<file path="src/rtl/timebase_pkg.sv">
// Shared timebase constants for the millisecond tick generator and its decade stages.
package timebase_pkg;

  localparam int CLK_HZ_DEFAULT = 50_000_000;
  localparam int DECADE         = 10;
  localparam int MS_PER_TICK [4] = '{1, 10, 100, 1000};

  // Clocks per millisecond; callers guarantee clk_hz is a multiple of 1000.
  function automatic int calc_div(input int clk_hz);
    return clk_hz / 1000;
  endfunction

endpackage

</file>
<file path="src/rtl/ms_tick_gen_if.sv">
// Control inputs and strobe outputs of the millisecond timebase.
interface ms_tick_gen_if;

  logic enable;
  logic clear;
  logic ms1;
  logic ms10;
  logic ms100;
  logic sec1;

  modport master (
    output enable,
    output clear,
    input  ms1,
    input  ms10,
    input  ms100,
    input  sec1
  );

  modport slave (
    input  enable,
    input  clear,
    output ms1,
    output ms10,
    output ms100,
    output sec1
  );

endinterface

</file>
<file path="src/rtl/decade_stage.sv">
// One mod-10 stage of the timebase cascade; advances only on carry_in.
module decade_stage
  import timebase_pkg::*;
(
  input  logic clk,
  input  logic rst,
  input  logic clr,
  input  logic carry_in,
  output logic carry_out
);

  localparam logic [3:0] LAST = 4'(DECADE - 1);

  logic [3:0] count;

  always_ff @(posedge clk) begin
    if (rst) begin
      count <= 4'd0;
    end else if (clr) begin
      count <= 4'd0;
    end else if (carry_in) begin
      count <= (count == LAST) ? 4'd0 : count + 4'd1;
    end
  end

  assign carry_out = carry_in && (count == LAST);

endmodule

</file>
<file path="src/rtl/ms_tick_gen.sv">
// Free-running timebase: prescaler plus three cascaded decade stages, registered strobes.
module ms_tick_gen
  import timebase_pkg::*;
#(
  parameter int CLK_HZ = CLK_HZ_DEFAULT,
  parameter int DIV    = calc_div(CLK_HZ)
) (
  input  logic          clk,
  input  logic          rst,
  ms_tick_gen_if.slave  bus
);

  localparam int             PRE_W   = $clog2(DIV);
  localparam logic [PRE_W-1:0] PRE_MAX = PRE_W'(DIV - 1);

  logic [PRE_W-1:0] pre;
  logic             wrap;
  logic             c10;
  logic             c100;
  logic             c1000;

  // A disabled edge never wraps, so the phase freezes at DIV-1 / 9 if caught there.
  assign wrap = bus.enable && (pre == PRE_MAX);

  always_ff @(posedge clk) begin
    if (rst) begin
      pre <= '0;
    end else if (bus.clear) begin
      pre <= '0;
    end else if (bus.enable) begin
      pre <= wrap ? '0 : pre + 1'b1;
    end
  end

  decade_stage u_d10 (
    .clk       (clk),
    .rst       (rst),
    .clr       (bus.clear),
    .carry_in  (wrap),
    .carry_out (c10)
  );

  decade_stage u_d100 (
    .clk       (clk),
    .rst       (rst),
    .clr       (bus.clear),
    .carry_in  (c10),
    .carry_out (c100)
  );

  decade_stage u_d1000 (
    .clk       (clk),
    .rst       (rst),
    .clr       (bus.clear),
    .carry_in  (c100),
    .carry_out (c1000)
  );

  // Strobes come straight from the carry chain, so higher ones always coincide with lower ones.
  always_ff @(posedge clk) begin
    if (rst || bus.clear) begin
      bus.ms1   <= 1'b0;
      bus.ms10  <= 1'b0;
      bus.ms100 <= 1'b0;
      bus.sec1  <= 1'b0;
    end else begin
      bus.ms1   <= wrap;
      bus.ms10  <= c10;
      bus.ms100 <= c100;
      bus.sec1  <= c1000;
    end
  end

endmodule

</file>
<file path="src/flat_wrapper.sv">
// flat-port wrapper written by rule: the top's interface ports become plain ports
module ms_tick_gen_flat import timebase_pkg::*;
#(
  parameter int CLK_HZ = CLK_HZ_DEFAULT,
  parameter int DIV    = calc_div(CLK_HZ)
)
  (clk, rst, bus_enable, bus_clear, bus_ms1, bus_ms10, bus_ms100, bus_sec1);
  ms_tick_gen_if bus_i ();
  input  logic clk;
  input  logic rst;
  input wire logic [$bits(bus_i.enable)-1:0] bus_enable;
  input wire logic [$bits(bus_i.clear)-1:0] bus_clear;
  output wire logic [$bits(bus_i.ms1)-1:0] bus_ms1;
  output wire logic [$bits(bus_i.ms10)-1:0] bus_ms10;
  output wire logic [$bits(bus_i.ms100)-1:0] bus_ms100;
  output wire logic [$bits(bus_i.sec1)-1:0] bus_sec1;
  assign bus_i.enable = bus_enable;
  assign bus_i.clear = bus_clear;
  assign bus_ms1 = bus_i.ms1;
  assign bus_ms10 = bus_i.ms10;
  assign bus_ms100 = bus_i.ms100;
  assign bus_sec1 = bus_i.sec1;
  ms_tick_gen #(.CLK_HZ(CLK_HZ), .DIV(DIV)) u_core (.clk(clk), .rst(rst), .bus(bus_i));
endmodule
</file>
<file path="config.mk">
export PLATFORM = sky130hd
export DESIGN_NAME = ms_tick_gen_flat
export DESIGN_NICKNAME = d
export VERILOG_FILES = /design/src/rtl/timebase_pkg.sv /design/src/rtl/ms_tick_gen_if.sv /design/src/rtl/decade_stage.sv /design/src/rtl/ms_tick_gen.sv /design/src/flat_wrapper.sv
export SDC_FILE = /design/constraint.sdc
export NUM_CORES = 1
export LEC_CHECK = 0
export CAP_MARGIN = 10
export CORE_MARGIN = 4
export CORE_UTILIZATION = 50
export CTS_CLUSTER_SIZE = 24
export DETAILED_ROUTE_END_ITERATION = 12
export PLACE_DENSITY = 0.7
export SLEW_MARGIN = 20
export SYNTH_ARGS = -nofsm -noshare
export SYNTH_HDL_FRONTEND = slang
export SYNTH_SLANG_ARGS = --single-unit
</file>
<file path="constraint.sdc">
create_clock -name clk -period 3.4 [get_ports clk]
set_clock_uncertainty 0.2 [all_clocks]
set_input_delay 0.34 -clock clk [delete_from_list [all_inputs] [get_ports clk]]
set_output_delay 0.34 -clock clk [all_outputs]
set_load 0.01 [all_outputs]
</file>
# [Word-level counts from Yosys, hierarchy flattened]
# Cells that the tools add are included.
[totals] output_inout_bits=4 elab_cells=26 register_bits=32
[classes] reduce_logical=6 add_sub_neg=4 n_eq_ne=4 mux=4
[op_table] cell="$add 16x1->16 const B" count=1
[op_table] cell="$eq 16x16->1 const B" count=1
[op_table] cell="$mux 16" count=1
[op_table] cell="$add 4x1->4 const B" count=3
[op_table] cell="$eq 4x4->1 const B" count=3
[op_table] cell="$mux 4" count=3
[op_table] cell="$logic_and 1x1->1" count=4
[op_table] cell="$reduce_or 2->1" count=1
[op_table] cell="$logic_or 1x1->1" count=1

# [Logic depth before layout (Yosys ltp)]
[logic_depth] ltp_word=5 ltp_mapped=7

# [Modules after synthesis]
# Synthesis repeated with hierarchy kept, for this count alone.
[unflattened] cells_unflattened=156 hier_area_um2=1483.9
[modules_own_cells] module="ms_tick_gen" area_each_um2=917.1 cells_per_inst=96 seq_area_each_um2=400.4 instances=1
[modules_own_cells] module="decade_stage" area_each_um2=188.9 cells_per_inst=20 seq_area_each_um2=80.1 instances=3

# [Worst setup path before layout]
# OpenSTA, ideal clock, no wires.
[synth_path] path_type="reg2reg" start="register u_core.pre[11]" end="register u_core.u_d100.count[1]" setup_slack_ns=1.040 setup_ns=0.070 path_stages_with_launch=6 period_less_slack_ns=2.360 arrival_ns=2.089 required_time_ns=3.130 n_path_buf=1 cell_sequence="dfxtp_1 > or4_4 > or4_4 > buf_6 > or4_1 > a21oi_1"
[synth_between] elab_chain_len=3
[synth_lines] item="from (decl)" line="ms_tick_gen.sv:16" rtl="logic [PRE_W-1:0] pre;"
[synth_lines] item="from (signal assigned)" line="ms_tick_gen.sv:31" rtl="pre <= wrap ? '0 : pre + 1'b1;"
[synth_lines] item="$eq 16x16->1" line="ms_tick_gen.sv:23" rtl="assign wrap = bus.enable && (pre == PRE_MAX);"
[synth_lines] item="$logic_and 1x1->1" line="ms_tick_gen.sv:23"
[synth_lines] item="$logic_and 1x1->1" line="decade_stage.sv:26" rtl="assign carry_out = carry_in && (count == LAST);"
[synth_lines] item="to (signal assigned)" line="decade_stage.sv:22" rtl="count <= (count == LAST) ? 4'd0 : count + 4'd1;"
[synth_lines] item="to (decl)" line="decade_stage.sv:14" rtl="logic [3:0] count;"
# Every way passes these cells.
# A chain may end at the register's enable or synchronous reset.

# [Worst setup path in the final report]
[layout_path] start="register u_core.pre[11]" end="register u_core.u_d1000.count[3]"
[layout_between] elab_chain_len=4
[layout_lines] item="$eq 16x16->1" line="ms_tick_gen.sv:23"
[layout_lines] item="$logic_and 1x1->1" line="ms_tick_gen.sv:23"
[layout_lines] item="$logic_and 1x1->1 (2 in series)" line="decade_stage.sv:26"
[layout_lines] item="to (signal assigned)" line="decade_stage.sv:22"
[layout_lines] item="to (decl)" line="decade_stage.sv:14"
# Every way passes these cells.

==> impl_metrics.py <==
metrics = {
    "cts": {
        "clock-sinks": 32,
        "post-cts-setup-buffers": 0,
        "cts-root-buf": "clkbuf_4",
        "cts_resized": 0,
        "cts_htree_levels": 2,
        "cts_tree": "done",
        "clk-insertion-delay-late_ns": 0.34,
        "clockBufferDepth": 2,
        "hold_buffers": 0,
        "clk_pin_slew_ns": 0.10,
        "cts_buffers": 5,
    },
    "setup_path": {
        "end_kind": "flip-flop",
        "crit_chain": "or4_4, or4_1, o311a_1, a31o_1",
        "cp_max_fo": 14,
        "crit_family": "simple AND/OR/NAND/NOR gates",
        "slowest_delay_ns": 0.72,
        "cp_slowest_cell": "or4_1",
        "critPathLaunchType": "flip-flop",
        "worst-endpoint-required_ns": 3.45,
        "cp.arrival_ns": 2.62,
        "path_class": "flip-flop to flip-flop",
        "crit_buf_inv": 0,
    },
    "pwr": {
        "powerDensity_mw_per_mm2": 435,
        "internal_power_uw": 576,
        "netSwitchingPower_uw": 141,
        "sequentialPowerShare_pct": 52.4,
        "clockPowerShare_pct": 45.7,
        "combPwrFrac_pct": 1.9,
        "p_sw_share_pct": 19.7,
        "peakVddDrop_v": 0.000325,
        "power_leakage_uw": 0.000526,
    },
    "floorplan": {
        "fp.dieW_um": 62.4,
        "rows": 19,
        "ioPinCount": 8,
        "start_util_pct": 52.8,
        "die_h_um": 62.4,
        "core_area_mm2": 0.00281,
        "die_area_mm2": 0.00390,
    },
    "global_routing": {
        "grt_pass1_vias": 1102,
        "grt_pass1_wl_um": 5090,
        "grt_max_degree": 16,
        "antenna_found_initial": 0,
        "track_usage_pct": 16.5,
        "grt_overflow": 0,
    },
    "cells_and_area": {
        "antenna_cells": 0,
        "ff_latch_area_um2": 641,
        "layout_common_cells": "dfxtp_1, nor2_1, a21oi_1",
        "nNetsFinal": 182,
        "multiInputGateArea_um2": 777,
        "final_core_util_pct": 58.7,
        "layout_commonest_cell": "dfxtp_1",
        "drive_above_1_share_pct": 6.74,
        "n_fill_cell": 266,
        "design_area_mm2": 0.00165,
        "area_growth_pct": 11.2,
    },
    "drt": {
        "drtAntennaViolNets": 0,
        "drt_pass1_iterations": 4,
        "wire_per_inst_um": 14.0,
        "drt-met1-wl_um": 1430,
        "num_vias": 1277,
        "drc": 0,
        "drtIter0Drc": 140,
        "avgViaCountPerCell": 6.11,
        "wl_met2_um": 1290,
        "wirelength_um": 2920,
        "wl_met3_um": 143,
        "highest_layer": "met4",
    },
    "yosys": {
        "synth-async-reset-ratio_pct": 0,
        "synth_cell_types": 37,
        "ys_seq_area_share_pct": 43.2,
        "synth-main-ff-cell": "dfxtp_1",
        "netlist_area_mm2": 0.00148,
        "avgSynthCellArea_um2": 8.66,
        "synth_cells": 171,
        "ys_seq_elements": 32,
        "yosysWarnings": 0,
        "synth_edf_count": 0,
        "syn_nets": 176,
    },
    "placement": {
        "gp_congestion": 0.755,
        "dpl.hpwl_um": 2020,
        "pre_cts_ws_ns": 0.544,
        "port_buffers": 7,
        "placed_area_mm2": 0.00155,
    },
    "timing": {
        "final_max_slew_viol_count": 0,
        "max_slew.worst_pin.slew_ns": 0.551,
        "finalCritPeriodShare_pct": 75.7,
        "setup_ws_ns": 0.826,
        "fin_tns_setup_ns": 0,
        "fmax_mhz": 388,
        "rsz0062_at_grt": "false",
        "hold_violations": 0,
        "fin_hold_ws_ns": 0.300,
        "setup_viol": 0,
        "max_slew_margin_pct": 62.8,
        "finalCriticalPeriod_ns": 2.57,
    },
    "run": {
        "maxCapViolCount": 0,
    },
    "status": {
        "status": "finished clean",
    },
    "worst_hold_path": {
        "min_path_type": "flip-flop to flip-flop",
    },
}
## synthesized netlist by cell type, drive strengths merged, types with 2 or more instances
library cell,count,share of area (%)
nand2,11,2.8
nor2,17,4.3
and4,4,2.4
and3,3,1.3
inv,7,1.8
nand4,7,3.0
a21oi,12,4.1
nor4,2,0.84
dfxtp,32,43
or4,9,5.1
nor4bb,2,1.4
nor3,2,0.68
xnor2,2,1.2
xor2,10,5.9
o31ai,3,1.5
o21ai,9,3.0
or3,5,2.1
clkbuf,7,1.8
nor2b,2,0.84
nand3,6,2.0
nand2b,4,1.7
## sequential cells by signal (all words and copies together), names as in the netlist
register and count:
u_core.pre 16, u_core.bus.ms100 1, u_core.u_d10.count 4, u_core.bus.sec1 1
u_core.bus.ms10 1, u_core.u_d100.count 4, u_core.u_d1000.count 4, u_core.bus.ms1 1
## area by class of cell
cell class / count / area share [%]
clock buffer: 7 / 3.95
clock inverter: 1 / 1.82
sequential: 32 / 38.9
tap: 31 / 2.35
multi-input combinational: 124 / 47.2
timing repair buffer: 7 / 4.25
inverter: 7 / 1.59
## power groups by stage
stage / Clock, uW / Sequential, uW / Combinational, uW
3_5_place_dp: 0 / 385 / 13.6
5_1_grt: 361 / 376 / 15.4
3_3_place_gp: 0 / 384 / 13.5
6_report: 328 / 376 / 13.7
2_1_floorplan: 0 / 384 / 7.77
4_1_cts: 340 / 376 / 13.8
## worst reg2reg max path, stage by stage (launching register included)
cell     delay (ns)
dfxtp_1        0.39
or4_4          0.56
or4_1          0.72
o311a_1        0.43
a31o_1         0.19
## routing by layer
metal	track usage (%)	up-vias
met2	23.2	28
met1	22.4	599
met5	0	-
li1	-	642
met4	9.92	0
met3	4.32	8
## cell families after synthesis
logic type | share of synthesized area [%]
XOR/XNOR | 7.09
adder cells (fa/ha/maj) | 0.844
AND/OR/NAND/NOR | 30.6
AO/OA/AOI/OAI | 13.9
buffers and inverters | 4.31
flip-flops | 43.2
## metrics by stage
step / std cells / total power (uW)
floorplan: 171 / 392
global placement: 201 / 398
detailed placement: 201 / 398
CTS: 209 / 730
global route: 209 / 753
finish: 209 / 717
## final timing paths
check	startpoint	end	slack, ns	cells past startpoint
hold / removal	u_core.u_d1000.count[2]	u_core.u_d1000.count[2]	0.30	2
hold reg to reg	u_core.u_d1000.count[2]	u_core.u_d1000.count[2]	0.30	2
setup reg to reg	u_core.pre[11]	u_core.u_d1000.count[3]	0.83	4
setup / recovery	u_core.pre[11]	u_core.u_d1000.count[3]	0.83	4
No activity file was read; power rests on OpenSTA's default activity.
